## src/rtl/tx_sample_scheduler.sv

```systemverilog
// tx_sample_scheduler
//   Front-end controller for the TX channel (upsampler pair + upconversion
//   CORDIC). It buffers baseband I/Q samples from a valid/ready stream and
//   releases one sample per ce_up strobe. It also owns the NCO phase
//   accumulator and sequences channel start-up, run and drain.
//
//   Build option: define TX_SCHED_UNDERRUN_CNT_EN to implement the saturating
//   underrun counter. When it is undefined, underrun_count is tied to 0. The
//   underrun pulse and the zero-fill behaviour are the same in both builds.
//
//   Input handshake: a sample transfers on a sys_clk edge where
//   s_valid && s_ready. s_ready depends only on FIFO occupancy, and on rst,
//   never on s_valid. The source must hold s_x/s_y stable while s_valid is
//   high and s_ready is low.

module tx_sample_scheduler #(
  parameter int IW          = 16,
  parameter int PW_I        = 19,
  parameter int AW          = 4,
  parameter int PRIME_LEVEL = 4,
  parameter int UCW         = 16
) (
  input  logic                   sys_clk,
  input  logic                   rst,
  input  logic                   enable,
  input  logic [PW_I-1:0]        ftw_in,
  input  logic                   ftw_load,
  input  logic                   s_valid,
  output logic                   s_ready,
  input  logic signed [IW-1:0]   s_x,
  input  logic signed [IW-1:0]   s_y,
  input  logic                   ce_up,
  output logic signed [IW-1:0]   tx_x,
  output logic signed [IW-1:0]   tx_y,
  output logic [PW_I-1:0]        phase_out,
  output logic                   running,
  output logic [AW:0]            fifo_level,
  output logic [UCW-1:0]         underrun_count,
  output logic                   underrun
);

  localparam int          DEPTH   = 1 << AW;
  localparam logic [AW:0] DEPTH_L = (AW+1)'(DEPTH);
  localparam logic [AW:0] PRIME_L = (AW+1)'(PRIME_LEVEL);

  // Channel sequencing states
  typedef enum logic [1:0] {
    S_IDLE  = 2'd0,
    S_PRIME = 2'd1,
    S_RUN   = 2'd2,
    S_DRAIN = 2'd3
  } state_t;

  // ---------------------------------------------------------------------------
  // Registers
  // ---------------------------------------------------------------------------
  state_t                r_state;
  logic [2*IW-1:0]       r_mem [DEPTH];
  logic [AW-1:0]         r_wr_ptr;
  logic [AW-1:0]         r_rd_ptr;
  logic [AW:0]           r_level;
  logic signed [IW-1:0]  r_tx_x;
  logic signed [IW-1:0]  r_tx_y;
  logic [PW_I-1:0]       r_phase;
  logic [PW_I-1:0]       r_ftw_shadow;
  logic [PW_I-1:0]       r_ftw_active;
  logic                  r_running;
  logic                  r_underrun;

  // ---------------------------------------------------------------------------
  // Combinational helpers
  // ---------------------------------------------------------------------------
  state_t                w_state_nxt;
  logic                  w_s_ready;
  logic                  w_push;
  logic                  w_active;
  logic                  w_nxt_active;
  logic                  w_empty;
  logic                  w_pop;
  logic                  w_zero_fill;
  logic                  w_underrun_evt;
  logic [2*IW-1:0]       w_rd_data;

  // Accept while not full; held low during the reset cycle.
  assign w_s_ready      = !rst && (r_level < DEPTH_L);
  assign w_push         = s_valid && w_s_ready;

  // Samples are only released while the channel is streaming.
  assign w_active       = (r_state == S_RUN) || (r_state == S_DRAIN);
  assign w_nxt_active   = (w_state_nxt == S_RUN) || (w_state_nxt == S_DRAIN);
  assign w_empty        = (r_level == '0);
  assign w_pop          = ce_up && w_active && !w_empty;

  // A strobe with nothing queued sends zeros. Only RUN treats it as a fault;
  // in DRAIN it means draining has finished.
  assign w_zero_fill    = ce_up && w_active && w_empty;
  assign w_underrun_evt = ce_up && (r_state == S_RUN) && w_empty;

  assign w_rd_data      = r_mem[r_rd_ptr];

  // Next-state selection for the start-up / run / drain sequencer
  always_comb begin
    w_state_nxt = r_state;
    case (r_state)
      S_IDLE: begin
        if (enable) w_state_nxt = S_PRIME;
      end
      S_PRIME: begin
        if (!enable)                   w_state_nxt = S_IDLE;
        else if (r_level >= PRIME_L)   w_state_nxt = S_RUN;
      end
      S_RUN: begin
        if (!enable) w_state_nxt = S_DRAIN;
      end
      S_DRAIN: begin
        // The drain completes on the first strobe that finds the FIFO empty.
        if (ce_up && w_empty) w_state_nxt = S_IDLE;
        else if (enable)      w_state_nxt = S_RUN;
      end
      default: w_state_nxt = S_IDLE;
    endcase
  end

  // ---------------------------------------------------------------------------
  // Sample FIFO
  // ---------------------------------------------------------------------------

  // Storage array, written on each accepted sample (no reset needed)
  always_ff @(posedge sys_clk) begin
    if (w_push) r_mem[r_wr_ptr] <= {s_x, s_y};
  end

  // Pointers wrap naturally at 2**AW. Occupancy counts pushes minus pops.
  always_ff @(posedge sys_clk) begin
    if (rst) begin
      r_wr_ptr <= '0;
      r_rd_ptr <= '0;
      r_level  <= '0;
    end else begin
      if (w_push) r_wr_ptr <= r_wr_ptr + 1'b1;
      if (w_pop)  r_rd_ptr <= r_rd_ptr + 1'b1;
      case ({w_push, w_pop})
        2'b10:   r_level <= r_level + 1'b1;
        2'b01:   r_level <= r_level - 1'b1;
        default: r_level <= r_level;
      endcase
    end
  end

  // ---------------------------------------------------------------------------
  // Sequencer with registered channel outputs
  // ---------------------------------------------------------------------------

  // State, sample outputs, NCO phase, running and underrun pulse.
  // The phase and running are driven from the next state. This makes the
  // accumulator start on the same edge that enters RUN, and return to 0 on
  // the same edge that ends a drain.
  always_ff @(posedge sys_clk) begin
    if (rst) begin
      r_state    <= S_IDLE;
      r_tx_x     <= '0;
      r_tx_y     <= '0;
      r_phase    <= '0;
      r_running  <= 1'b0;
      r_underrun <= 1'b0;
    end else begin
      r_state    <= w_state_nxt;
      r_running  <= w_nxt_active;
      r_underrun <= w_underrun_evt;

      if (w_pop) begin
        r_tx_x <= w_rd_data[2*IW-1:IW];
        r_tx_y <= w_rd_data[IW-1:0];
      end else if (w_zero_fill || !w_active) begin
        r_tx_x <= '0;
        r_tx_y <= '0;
      end

      if (w_nxt_active) r_phase <= r_phase + r_ftw_active;
      else              r_phase <= '0;
    end
  end

  // ---------------------------------------------------------------------------
  // Frequency tuning word
  // ---------------------------------------------------------------------------

  // Shadow captures host writes. The active word updates only on strobe
  // cycles, so a retune lands on a sample boundary. A load that coincides
  // with the strobe passes straight through to the active word.
  always_ff @(posedge sys_clk) begin
    if (rst) begin
      r_ftw_shadow <= '0;
      r_ftw_active <= '0;
    end else begin
      if (ftw_load) r_ftw_shadow <= ftw_in;
      if (ce_up)    r_ftw_active <= ftw_load ? ftw_in : r_ftw_shadow;
    end
  end

  // ---------------------------------------------------------------------------
  // Underrun counter
  // ---------------------------------------------------------------------------
`ifdef TX_SCHED_UNDERRUN_CNT_EN
  logic [UCW-1:0] r_underrun_cnt;

  // Counts RUN-state underruns and holds at all-ones.
  always_ff @(posedge sys_clk) begin
    if (rst) begin
      r_underrun_cnt <= '0;
    end else if (w_underrun_evt && (r_underrun_cnt != '1)) begin
      r_underrun_cnt <= r_underrun_cnt + 1'b1;
    end
  end

  assign underrun_count = r_underrun_cnt;
`else
  assign underrun_count = '0;
`endif

  // ---------------------------------------------------------------------------
  // Output mapping
  // ---------------------------------------------------------------------------
  assign s_ready    = w_s_ready;
  assign tx_x       = r_tx_x;
  assign tx_y       = r_tx_y;
  assign phase_out  = r_phase;
  assign running    = r_running;
  assign fifo_level = r_level;
  assign underrun   = r_underrun;

endmodule

```

## config.mk

```make
export PLATFORM = sky130hd
export DESIGN_NAME = tx_sample_scheduler
export DESIGN_NICKNAME = d
export VERILOG_FILES = /design/src/rtl/tx_sample_scheduler.sv
export SDC_FILE = /design/constraint.sdc
export NUM_CORES = 1
export LEC_CHECK = 0
export BUFFER_PORTS_ARGS = -buffer_cell sky130_fd_sc_hd__buf_2
export CAP_MARGIN = 20
export CORE_MARGIN = 5
export CORE_UTILIZATION = 52
export CTS_BUF_LIST = sky130_fd_sc_hd__clkbuf_16
export DETAILED_ROUTE_END_ITERATION = 16
export GPL_ROUTABILITY_DRIVEN = 0
export PLACE_DENSITY = 0.7
export SLEW_MARGIN = 20
export SYNTH_ARGS = -nofsm -noshare
export SYNTH_HDL_FRONTEND = slang
export SYNTH_SLANG_ARGS = --single-unit
```

## constraint.sdc

```tcl
create_clock -name sys_clk -period 11.4 [get_ports sys_clk]
set_input_delay 2.28 -clock sys_clk [delete_from_list [all_inputs] [get_ports sys_clk]]
set_output_delay 2.28 -clock sys_clk [all_outputs]
set_load 0.05 [all_outputs]
```

* After elaboration in Yosys (flattened, before gate mapping)
Memories as Yosys holds them, arrays and structs flattened. A register that Yosys moved wholly into a read port is not among the register bits.
Index checks and enable logic that the tools add are counted.
** Cells by class
- $add $sub $neg :: 5
- $lt $le $gt $ge :: 2
- Equality and inequality tests :: 7
- Multiplexer cells :: 16
- Bitwise gates (word level) :: 1
- Reductions and logical operators :: 19
** Operator list (number)
- $mux 16 :: 3
- $add 19x19->19 :: 1
- $mux 19 :: 1
- $mux 2 :: 6
- $eq 2x2->1 const B :: 5
- $pmux 5 s2 :: 1
- $add 4x1->4 const B :: 2
- $logic_and 1x1->1 :: 8
- $mux 4 :: 2
- $pmux 2 s4 :: 1
- $add 5x1->5 const B :: 1
- $ge 5x3->1 const B :: 1
- $logic_not 5->1 :: 1
- $lt 5x5->1 const B :: 1
- $sub 5x1->5 const B :: 1
- $eq 2x1->1 const B :: 2
- $reduce_bool 2->1 :: 2
- $logic_not 1->1 :: 3
- $logic_or 1x1->1 :: 3
- $logic_not 2->1 :: 1
- $mux 1 :: 2
- $reduce_or 2->1 :: 1
- $not 1->1 :: 1
** Word-level totals
- Register bits after elaboration :: 106
- Memory bits (writable) :: 512
- Input bits :: 57
- Output and inout port bits :: 75
- Logic and storage cells :: 62
- Memories kept :: 1
** Memory list
- r_mem :: depth 16, width 32, rd ports 1, clocked after Yosys merged registers in 1, write ports 1, RTL line 58 : logic [2*IW-1:0] r_mem [DEPTH];

* Longest topological paths before layout
Gate-level depths: netlist of the first run.
- Depth after elaboration :: 8
- Depth in mapped cells :: 15
- Mapped depth without buffers :: 12

* Worst setup path before layout of the first run
No wires, ideal clock.
- Path type :: input -> register
- Start point :: input rst
- End point :: memory r_mem[3][0] in the netlist's numbering, enable pin
- Setup time :: 461 ps
- Arrival :: 6023 ps
- Data required time :: 10939 ps
- Path slack :: 4916 ps
- Stages :: 6
- Path buffers :: 2
- Cell sequence :: clkbuf_1 > nor2_1 > and2_1 > clkbuf_1 > nand2_1 > nor3_1
** On the way
- Cells in the longest elaborated chain, start to end :: 5
** RTL lines
- start, declared :: RTL line 24 : input logic rst,
- $logic_not 1->1 :: RTL line 85 : assign w_s_ready = !rst && (r_level < DEPTH_L);
- $logic_and 1x1->1 :: RTL line 85
- named net s_ready :: RTL line 29 : output logic s_ready,
- $logic_and 1x1->1 :: RTL line 86 : assign w_push = s_valid && w_s_ready;
- $mux 1 :: RTL line 130 : if (w_push) r_mem[r_wr_ptr] <= {s_x, s_y};
- $mux 1 (not written as such) :: RTL line 130
- end, declared :: RTL line 58
The timed path passes the listed nets, and every way through them passes these cells.

* Final worst setup path of the first run
- Start point :: input rst
- End point :: output s_ready
** On the way
- Cells in the longest elaborated chain, start to end :: 2
** RTL lines (RTL line)
- $logic_not 1->1 :: 85
- $logic_and 1x1->1 :: 85
- end, declared :: 29
Every way passes these cells.

==> reports/qor.yml, run 1 <==
status: "complete, no violations"
hold_depth: 2
dieWidth_um: 225
tritoncts: "built"
grt_pass1_wl_um: 74600
synth-warning-count: 0
rsz0062_at_grt: "no"
worstMarginPinSlew_ps: 1130
initial_core_util_pct: 52.1
arrival_ps: 3180
grt_max_degree: 57
finalSetupViolations: 0
drt_iter0_drc: 1039
timing.fmax_ghz: 0.183
drive_gt1_share_pct: 28.1
cts.repair.resized: 0
vias: 11913
post_cts_buffers: 0
area_growth_pct: 13.9
finalWorstSetupSlack_ps: 5940
synth_top_area_share_pct: 63.7
cap_violations: 0
path_cells: "buf_2, buf_4, nor2_1, buf_2"
final_core_util_pct: 59.4
ir_drop_v: 0.000132
via_per_inst: 5.73
hold_violations: 0
ys.flop_type: "edfxtp_1"
hold_class: "flop to flop"
powerDensity_nw_per_um2: 166
clockBufferDepth: 3
cts-root-buf: "clkbuf_16"
crit_top_cell: "buf_2"
synth_area_leaders: "edfxtp_1, mux4_2, dfxtp_1, ha_1, nor2_1"
clk_latency_ps: 620
seq_area_um2: 17600
synth_cells: 1287
multi_input_area_um2: 6190
postCtsHoldBufs: 0
min_period_ps: 5460
max-slew-margin-rel_pct: 24.7
totalWireLength_um: 48300
slew_viol_final: 0
synth.most_common_cell: "edfxtp_1"
ys_top_cells_by_count: "edfxtp_1, mux4_2, dfxtp_1, nor2_1, nand2_1"
finalSetupTns_ps: 0
fp.dieH_um: 225
dr.pass1.iters: 6
fin_nets: 1505
synth-async-reset-ratio_pct: 0
crit-reg2reg-capture: "tx_x[4]$_SDFFE_PP0P_"
num_io_pins: 132
grt_overflow: 0
slowest_delay_ps: 470
die-area_um2: 50800
antenna_found_initial: 2
ant_nets: 0
slowest_stage: "buf_4"
min_from: "tx_y[7]$_SDFFE_PP0P_"
crit_fanout: 56
h-tree-depth: 2
cp-start-kind: "input port"
grt_pass1_vias: 12321
end_kind: "output pin"
reg2reg_depth: 6
synth.distinct_cells: 50
worst-setup-path-type: "input port to output pin"
coreArea_um2: 46300
dp_hpwl_um: 28000
synth_area_leader_cell: "edfxtp_1"
syn_area_um2: 24100
leakage_nw: 9.30
grt_usage_pct: 19.2
clk_pin_slew_ps: 60
wl_per_cell_um: 23.2
cts_buffers: 60
post-route-period-util_pct: 47.9
drc_errors: 0
startpoint: "rst"
rows: 79
synth_area_per_cell_um2: 18.7
rrSetupSlack_ps: 7920
port-buffer-count: 115
synth-seq-cells: 621
pre_cts_slack_ps: 5940
whs_endpoint: "tx_y[7]$_SDFFE_PP0P_"
cts_sinks: 621
synth_edf_count: 512
fill_cells: 3274
seq_area_frac_synth_pct: 72.8
cp.required_ps: 9120
finClkSkew_ps: 17.1
-- cells by family after synthesis --
kind of cell	Yosys count	share of synthesized area, %
buf+inv	126	2.30
simple gates	187	3.48
flops	621	72.8
compound gates	121	3.32
fa+ha+maj	28	1.48
other cells	1	0.0155
mux	184	15.9
xor+xnor	19	0.690
-- registers in the layout, indices dropped and copies added (netlist names), named ones only --
name,cells
r_mem,512
phase_out,19
r_ftw_active,19
r_ftw_shadow,19
tx_x,16
tx_y,16
fifo_level,5
r_rd_ptr,4
r_wr_ptr,4
r_state,2
underrun,1
-- layer usage --
layer,share of wire [%],track usage (%),routed length [um]
met1,44,27.4,21300
met2,49,31.8,23900
met3,4.5,3.36,2160
met4,1.9,4.16,924
met5,0.027,0,13
-- where the power goes --
| part | switching, mW | internal (mW) | total [mW] |
|---|---|---|---|
| clock network | 0.838 | 1.11 | 1.95 |
| registers | 0.00880 | 2.47 | 2.48 |
| logic | 0.0828 | 0.0375 | 0.120 |
| total | 0.929 | 3.62 | 4.55 |
-- cell type report --
type / count / area share [%]
flip-flops and latches: 621 / 63.9
multi-input cells: 555 / 22.5
clock inverters: 53 / 1.57
clock buffers: 61 / 5.56
repair buffers: 140 / 3.04
diodes: 1 / 0.00911
inverters: 42 / 0.583
well taps: 607 / 2.76
-- worst max-delay path, delay by kind of cell --
kind                   cells  cell delay (ps)
AND/OR/NAND/NOR            1              100
buffers and inverters      3              790
-- worst max-delay path by stage --
| stage | endpoint | cells past startpoint |
|---|---|---|
| 6_report | s_ready | 4 |
| 5_1_grt | s_ready | 4 |
| 4_1_cts | s_ready | 4 |
| 3_5_place_dp | s_ready | 4 |
| 3_3_place_gp | s_ready | 4 |
| 2_1_floorplan | r_mem[3][0]$_DFFE_PP_ | 6 |
-- layout by cell type (no fill, tap or decap), drive strengths merged, types with 5 or more instances in the layout --
master,n
a21oi,13
and3,6
nand4,6
xor2,12
a211o,5
o21ai,44
dfxtp,109
nor3,11
nor2,79
conb,16
nand2b,8
mux4,160
mux2i,24
a211oi,23
buf,140
a31oi,5
nand2,53
o21a,5
and2,5
bufinv,6
clkinvlp,6
edfxtp,512
xnor2,7
inv,58
clkinv,25
clkbuf,61
ha,27
a21o,10
-- stage by stage --
step	hold WS [ps]	cell area, um2	power [mW]	std cells
after floorplan	413	24200	2.60	1302
after global placement	433	25400	2.65	1961
after detailed placement	436	25500	2.65	1965
after CTS	451	27500	4.59	2079
after global routing	472	27500	4.70	2079
final	447	27500	4.55	2080
(Power assumes the default switching activity.)
==> run 2, diff against run 1 <==
--- a/config.mk
+++ b/config.mk
@@ -12,7 +12,7 @@
 export CTS_BUF_LIST = sky130_fd_sc_hd__clkbuf_16
 export DETAILED_ROUTE_END_ITERATION = 16
 export GPL_ROUTABILITY_DRIVEN = 0
-export PLACE_DENSITY = 0.7
+export PLACE_DENSITY = 0.72
 export SLEW_MARGIN = 20
 export SYNTH_ARGS = -nofsm -noshare
 export SYNTH_HDL_FRONTEND = slang
==> constraint.sdc (replaced) <==
create_clock -name sys_clk -period 4.9 [get_ports sys_clk]
set_input_delay 0.98 -clock sys_clk [delete_from_list [all_inputs] [get_ports sys_clk]]
set_output_delay 0.98 -clock sys_clk [all_outputs]
set_load 0.05 [all_outputs]
==> reports/qor.yml, run 2 (same netlist as run 1, synthesis figures left out) <==
min_from: "tx_y[7]$_SDFFE_PP0P_"
die-area_um2: 50800
pwr-share-clk_pct: 44.2
finalSetupViolations: 0
postCtsHoldBufs: 0
hold_class: "flop to flop"
powerDensity_nw_per_um2: 391
largest_reg_flops: 512
worst-setup-path-type: "flop to flop"
grt_max_degree: 56
use_met1_pct: 28.4
slew_viol_final: 0
final_core_util_pct: 60.0
end_kind: "flop"
p_int_mw: 8.64
slowest_stage: "or3_1"
crit-reg2reg-capture: "fifo_level[4]$_SDFFE_PP0P_"
crit_fanout: 10
fin_nets: 1515
layout_commonest_cell: "edfxtp_1"
num_io_pins: 132
grt_pass1_vias: 12484
cts_buffers: 66
dieWidth_um: 225
port-buffer-count: 115
reg2reg_from: "fifo_level[2]$_SDFFE_PP0P_"
coreArea_um2: 46300
stdcell_count: 2092
finalWorstSetupSlack_ps: 1750
path_cells: "or3_1, or3_1, and3_1, ha_1, xor2_1, ha_1, a211o_1, nand2_1, nand3b_1, a31oi_1, xnor2_1, nor2_1"
ant_nets: 0
worstMarginPinSlew_ps: 1130
drive_gt1_share_pct: 28.5
gr-max-usage-layer: "met2"
grt_util_met2_pct: 33.1
cp-start-kind: "flop"
max-slew-margin-rel_pct: 24.9
cp.required_ps: 5350
pwr-share-comb_pct: 2.6
via_per_inst: 5.86
dp_cells: 1968
initial_core_util_pct: 52.1
rrSetupSlack_ps: 1750
cts_sinks: 621
pre_cts_slack_ps: 1400
grt_usage_pct: 20.3
slowest_delay_ps: 420
timing.fmax_ghz: 0.318
startpoint: "fifo_level[2]$_SDFFE_PP0P_"
drc_errors: 0
totalWireLength_um: 50600
status: "complete, no violations"
grt_pass1_wl_um: 77400
p_total_mw: 10.9
finClkSkew_ps: 24.2
netSwitchingFraction_pct: 20.4
reg2reg_depth: 12
h-tree-depth: 3
p_switching_mw: 2.22
cts.repair.resized: 0
post-route-period-util_pct: 64.2
grt_overflow: 0
globalRouteMet3Util_pct: 4.13
hold_violations: 0
rows: 79
post_cts_buffers: 0
endpoint: "fifo_level[4]$_SDFFE_PP0P_"
layout_common_cells: "edfxtp_1, mux4_2, buf_2"
rsz0062_at_grt: "no"
cap_violations: 0
finalSetupTns_ps: 0
drt_iter0_drc: 1140
clockBufferDepth: 3
arrival_ps: 3600
top_register: "r_mem"
dr.pass1.iters: 5
cts-root-buf: "clkbuf_16"
vias: 12255
wl_per_cell_um: 24.2
pwr-share-seq_pct: 53.2
leakage_nw: 9.43
clk_latency_ps: 610
ir_drop_v: 0.000447
fp.dieH_um: 225
antenna_found_initial: 2
tritoncts: "built"
dp_hpwl_um: 29500
area_growth_pct: 15.1
clk_pin_slew_ps: 60
min_period_ps: 3150
==> run 2: cell types whose count changed in the layout (fill, tap and decap cells not counted), sizes merged <==
cell / change
clkbuf: +7
clkinvlp: -4
buf: +4
bufinv: -1
inv: +6
==> run 2: worst min path at each step <==
stage | cells past startpoint | slack, ps | end
floorplan | 1 | 410 | underrun$_SDFF_PP0_
global placement | 2 | 430 | tx_y[10]$_SDFFE_PP0P_
detailed placement | 2 | 440 | tx_y[8]$_SDFFE_PP0P_
CTS | 2 | 450 | tx_x[11]$_SDFFE_PP0P_
global route | 2 | 470 | tx_y[8]$_SDFFE_PP0P_
finish | 2 | 450 | tx_y[7]$_SDFFE_PP0P_
==> run 2: routing by layer <==
layer | wire, um | vias up
met4 | 1170 | 2
met2 | 25300 | 374
met5 | 7 | -
met1 | 21300 | 6399
li1 | - | 5382
met3 | 2830 | 98
==> run 2: power by group through the flow <==
stage	clock network, mW	logic (mW)	registers [mW]
2_1_floorplan	0	0.167	5.89
3_3_place_gp	0	0.276	5.89
3_5_place_dp	0	0.286	5.89
4_1_cts	4.89	0.288	5.78
5_1_grt	5.13	0.313	5.78
6_report	4.79	0.286	5.78
==> run 2: metrics by stage <==
step / hold slack, ps / area (um2)
4_1_cts: 451 / 27700
3_5_place_dp: 439 / 25600
3_3_place_gp: 429 / 25600
6_report: 445 / 27800
2_1_floorplan: 413 / 24200
5_1_grt: 467 / 27800
==> run 2: cell type report <==
type	instances	area, um2
inverters	42	160
repair buffers	144	938
clock inverters	54	409
multi-input cells	555	6210
flip-flops and latches	621	17600
diodes	1	2.50
fillers	3306	18500
well taps	607	759
clock buffers	68	1700
==> run 2: worst max-delay path: cells and delay by family, from the launching register on <==
kind                       cells  cell delay (ps)
adders and majority gates      2              580
AOI/OAI and AO/OA              2              440
DFF                            1              380
and+or+nand+nor                6             1290
xor gates and xnor gates       2              320
==> run 3, diff against run 2 <==
==> constraint.sdc (replaced) <==
create_clock -name sys_clk -period 2.5 [get_ports sys_clk]
set_input_delay 0.5 -clock sys_clk [delete_from_list [all_inputs] [get_ports sys_clk]]
set_output_delay 0.5 -clock sys_clk [all_outputs]
set_load 0.05 [all_outputs]
==> reports/qor.yml, run 3 (same netlist as run 1, synthesis figures left out) <==
dr.pass1.iters: 5
pwr-share-comb_pct: 2.7
cts_buffers: 61
rsz0062_at_grt: "yes"
worstMarginPinSlew_ps: 589
clk_latency_ps: 620
vias: 12300
grt_pass1_wl_um: 77800
port-buffer-count: 115
multi_input_area_um2: 6270
top_register: "r_mem"
status: "finished with violations"
ir_drop_v: 0.000805
reg2reg_depth: 12
cp-start-kind: "flop"
grt_usage_pct: 20.3
via_per_inst: 5.79
layout_commonest_cell: "edfxtp_1"
arrival_ps: 3120
dieWidth_um: 225
holdWs_ps: 171
final_cell_area_um2: 28500
h-tree-depth: 2
timing.fmax_ghz: 0.376
wl_per_cell_um: 24.3
totalWireLength_um: 51600
finalSetupViolations: 2
min_period_ps: 2660
largest_reg_flops: 512
grt_max_degree: 56
seq_area_um2: 17600
ant_nets: 0
end_kind: "flop"
fin_nets: 1549
dp_hpwl_um: 29100
coreArea_um2: 46300
num_io_pins: 132
p_switching_mw: 4.28
postCtsHoldBufs: 0
cp.required_ps: 2960
cts-root-buf: "clkbuf_16"
tritoncts: "built"
hold_class: "input port to flop"
hold_violations: 0
stdcell_count: 2125
slew_viol_final: 0
cts_sinks: 621
fill_cells: 3243
pwr-share-seq_pct: 51.8
drt_iter0_drc: 895
reg2reg_from: "fifo_level[4]$_SDFFE_PP0P_"
fp.dieH_um: 225
powerDensity_nw_per_um2: 767
dp_cells: 2006
clk_pin_slew_ps: 60
drc_errors: 0
rrSetupSlack_ps: -160
clockBufferDepth: 3
antenna_found_initial: 4
post-route-period-util_pct: 106
worst-setup-path-type: "flop to flop"
cap_violations: 0
rows: 79
netSwitchingFraction_pct: 19.6
hold_depth: 3
initial_core_util_pct: 52.1
crit_fanout: 4
drive_gt1_share_pct: 32.1
grt_pass1_vias: 12592
finalWorstSetupSlack_ps: -157
min_from: "ftw_in[12]"
crit-reg2reg-capture: "fifo_level[4]$_SDFFE_PP0P_"
pwr-share-clk_pct: 45.5
p_int_mw: 17.6
die-area_um2: 50800
violations: "setup timing"
leakage_nw: 9.68
whs_endpoint: "r_ftw_shadow[12]$_SDFF_PP0_"
max-slew-margin-rel_pct: 60.3
finClkSkew_ps: 22.0
grt_overflow: 0
layout_common_cells: "edfxtp_1, mux4_2, buf_2"
area_growth_pct: 18.0
placed_area_um2: 26200
-- run 3: cell types whose count changed in the layout (fill, tap and decap cells not counted), moves of 3 or more --
cell / before / now
inv_1: 61 / 42
nand2_1: 53 / 49
nand2_2: 0 / 4
clkinv_1: 9 / 13
dfxtp_1: 105 / 102
bufinv_16: 5 / 14
clkbuf_16: 68 / 64
buf_4: 18 / 36
buf_12: 10 / 31
-- run 3: through the flow --
step                      setup slack, ps  util, %  TNS [ps]  total power [mW]
after floorplan                      -438        -    -36480              11.9
after global placement               -158     56.7      -158              12.1
after detailed placement             -251     56.7      -292              12.1
after CTS                            -145     61.5      -258              22.0
after global routing                 -261     61.5      -485              22.5
final                                -157     61.6      -274              21.8
-- run 3: power by group through the flow --
stage	sequential, mW	clock (mW)	combinational, mW
floorplan	11.5	0	0.340
global placement	11.5	0	0.561
detailed placement	11.5	0	0.581
CTS	11.3	10.1	0.584
global route	11.3	10.5	0.633
finish	11.3	9.94	0.581
-- run 3: layout make-up --
type / instances / share of cell area, %
clock inverters: 51 / 2.18
repair buffers: 183 / 5.19
inverters: 42 / 0.562
well taps: 607 / 2.67
multi-input cells: 555 / 22.0
clock buffers: 64 / 5.62
flip-flops and latches: 621 / 61.7
diodes: 2 / 0.0176
-- run 3: how the worst max path moves through the flow --
stage	start	endpoint	slack [ps]	depth (start not counted)
2_1_floorplan	fifo_level[2]$_SDFFE_PP0P_	fifo_level[4]$_SDFFE_PP0P_	-440	14
3_3_place_gp	fifo_level[2]$_SDFFE_PP0P_	fifo_level[4]$_SDFFE_PP0P_	-160	12
3_5_place_dp	fifo_level[2]$_SDFFE_PP0P_	fifo_level[4]$_SDFFE_PP0P_	-250	12
4_1_cts	fifo_level[4]$_SDFFE_PP0P_	fifo_level[4]$_SDFFE_PP0P_	-150	12
5_1_grt	fifo_level[4]$_SDFFE_PP0P_	fifo_level[4]$_SDFFE_PP0P_	-260	12
6_report	fifo_level[4]$_SDFFE_PP0P_	fifo_level[4]$_SDFFE_PP0P_	-160	12
-- run 3: worst max-delay path, stage by stage (launching register included) --
cell	delay, ps
dfxtp_4	340
or3_4	380
or3_4	340
and3_4	170
ha_4	170
xor2_1	140
ha_2	200
a211o_1	220
nand2_1	60
nand3b_1	80
a31oi_1	230
xnor2_1	140
nor2_1	50
-- run 3: routing by layer --
layer  up-vias  wire [um]  GRT usage [%]
li1       5456          -              -
met1      6364      21000           28.1
met2       407      26500           34.6
met3        69       3170           3.10
met4         4        997           5.19
met5         -         27              0
-- run 3: timing repair --
action / in CTS / in global routing
endpoints found under the hold margin: 0 / 0
setup buffers: 2 / 1
pin swaps: 7 / 6
resized for setup: 1 / 4
endpoints found under the setup margin: 2 / 3
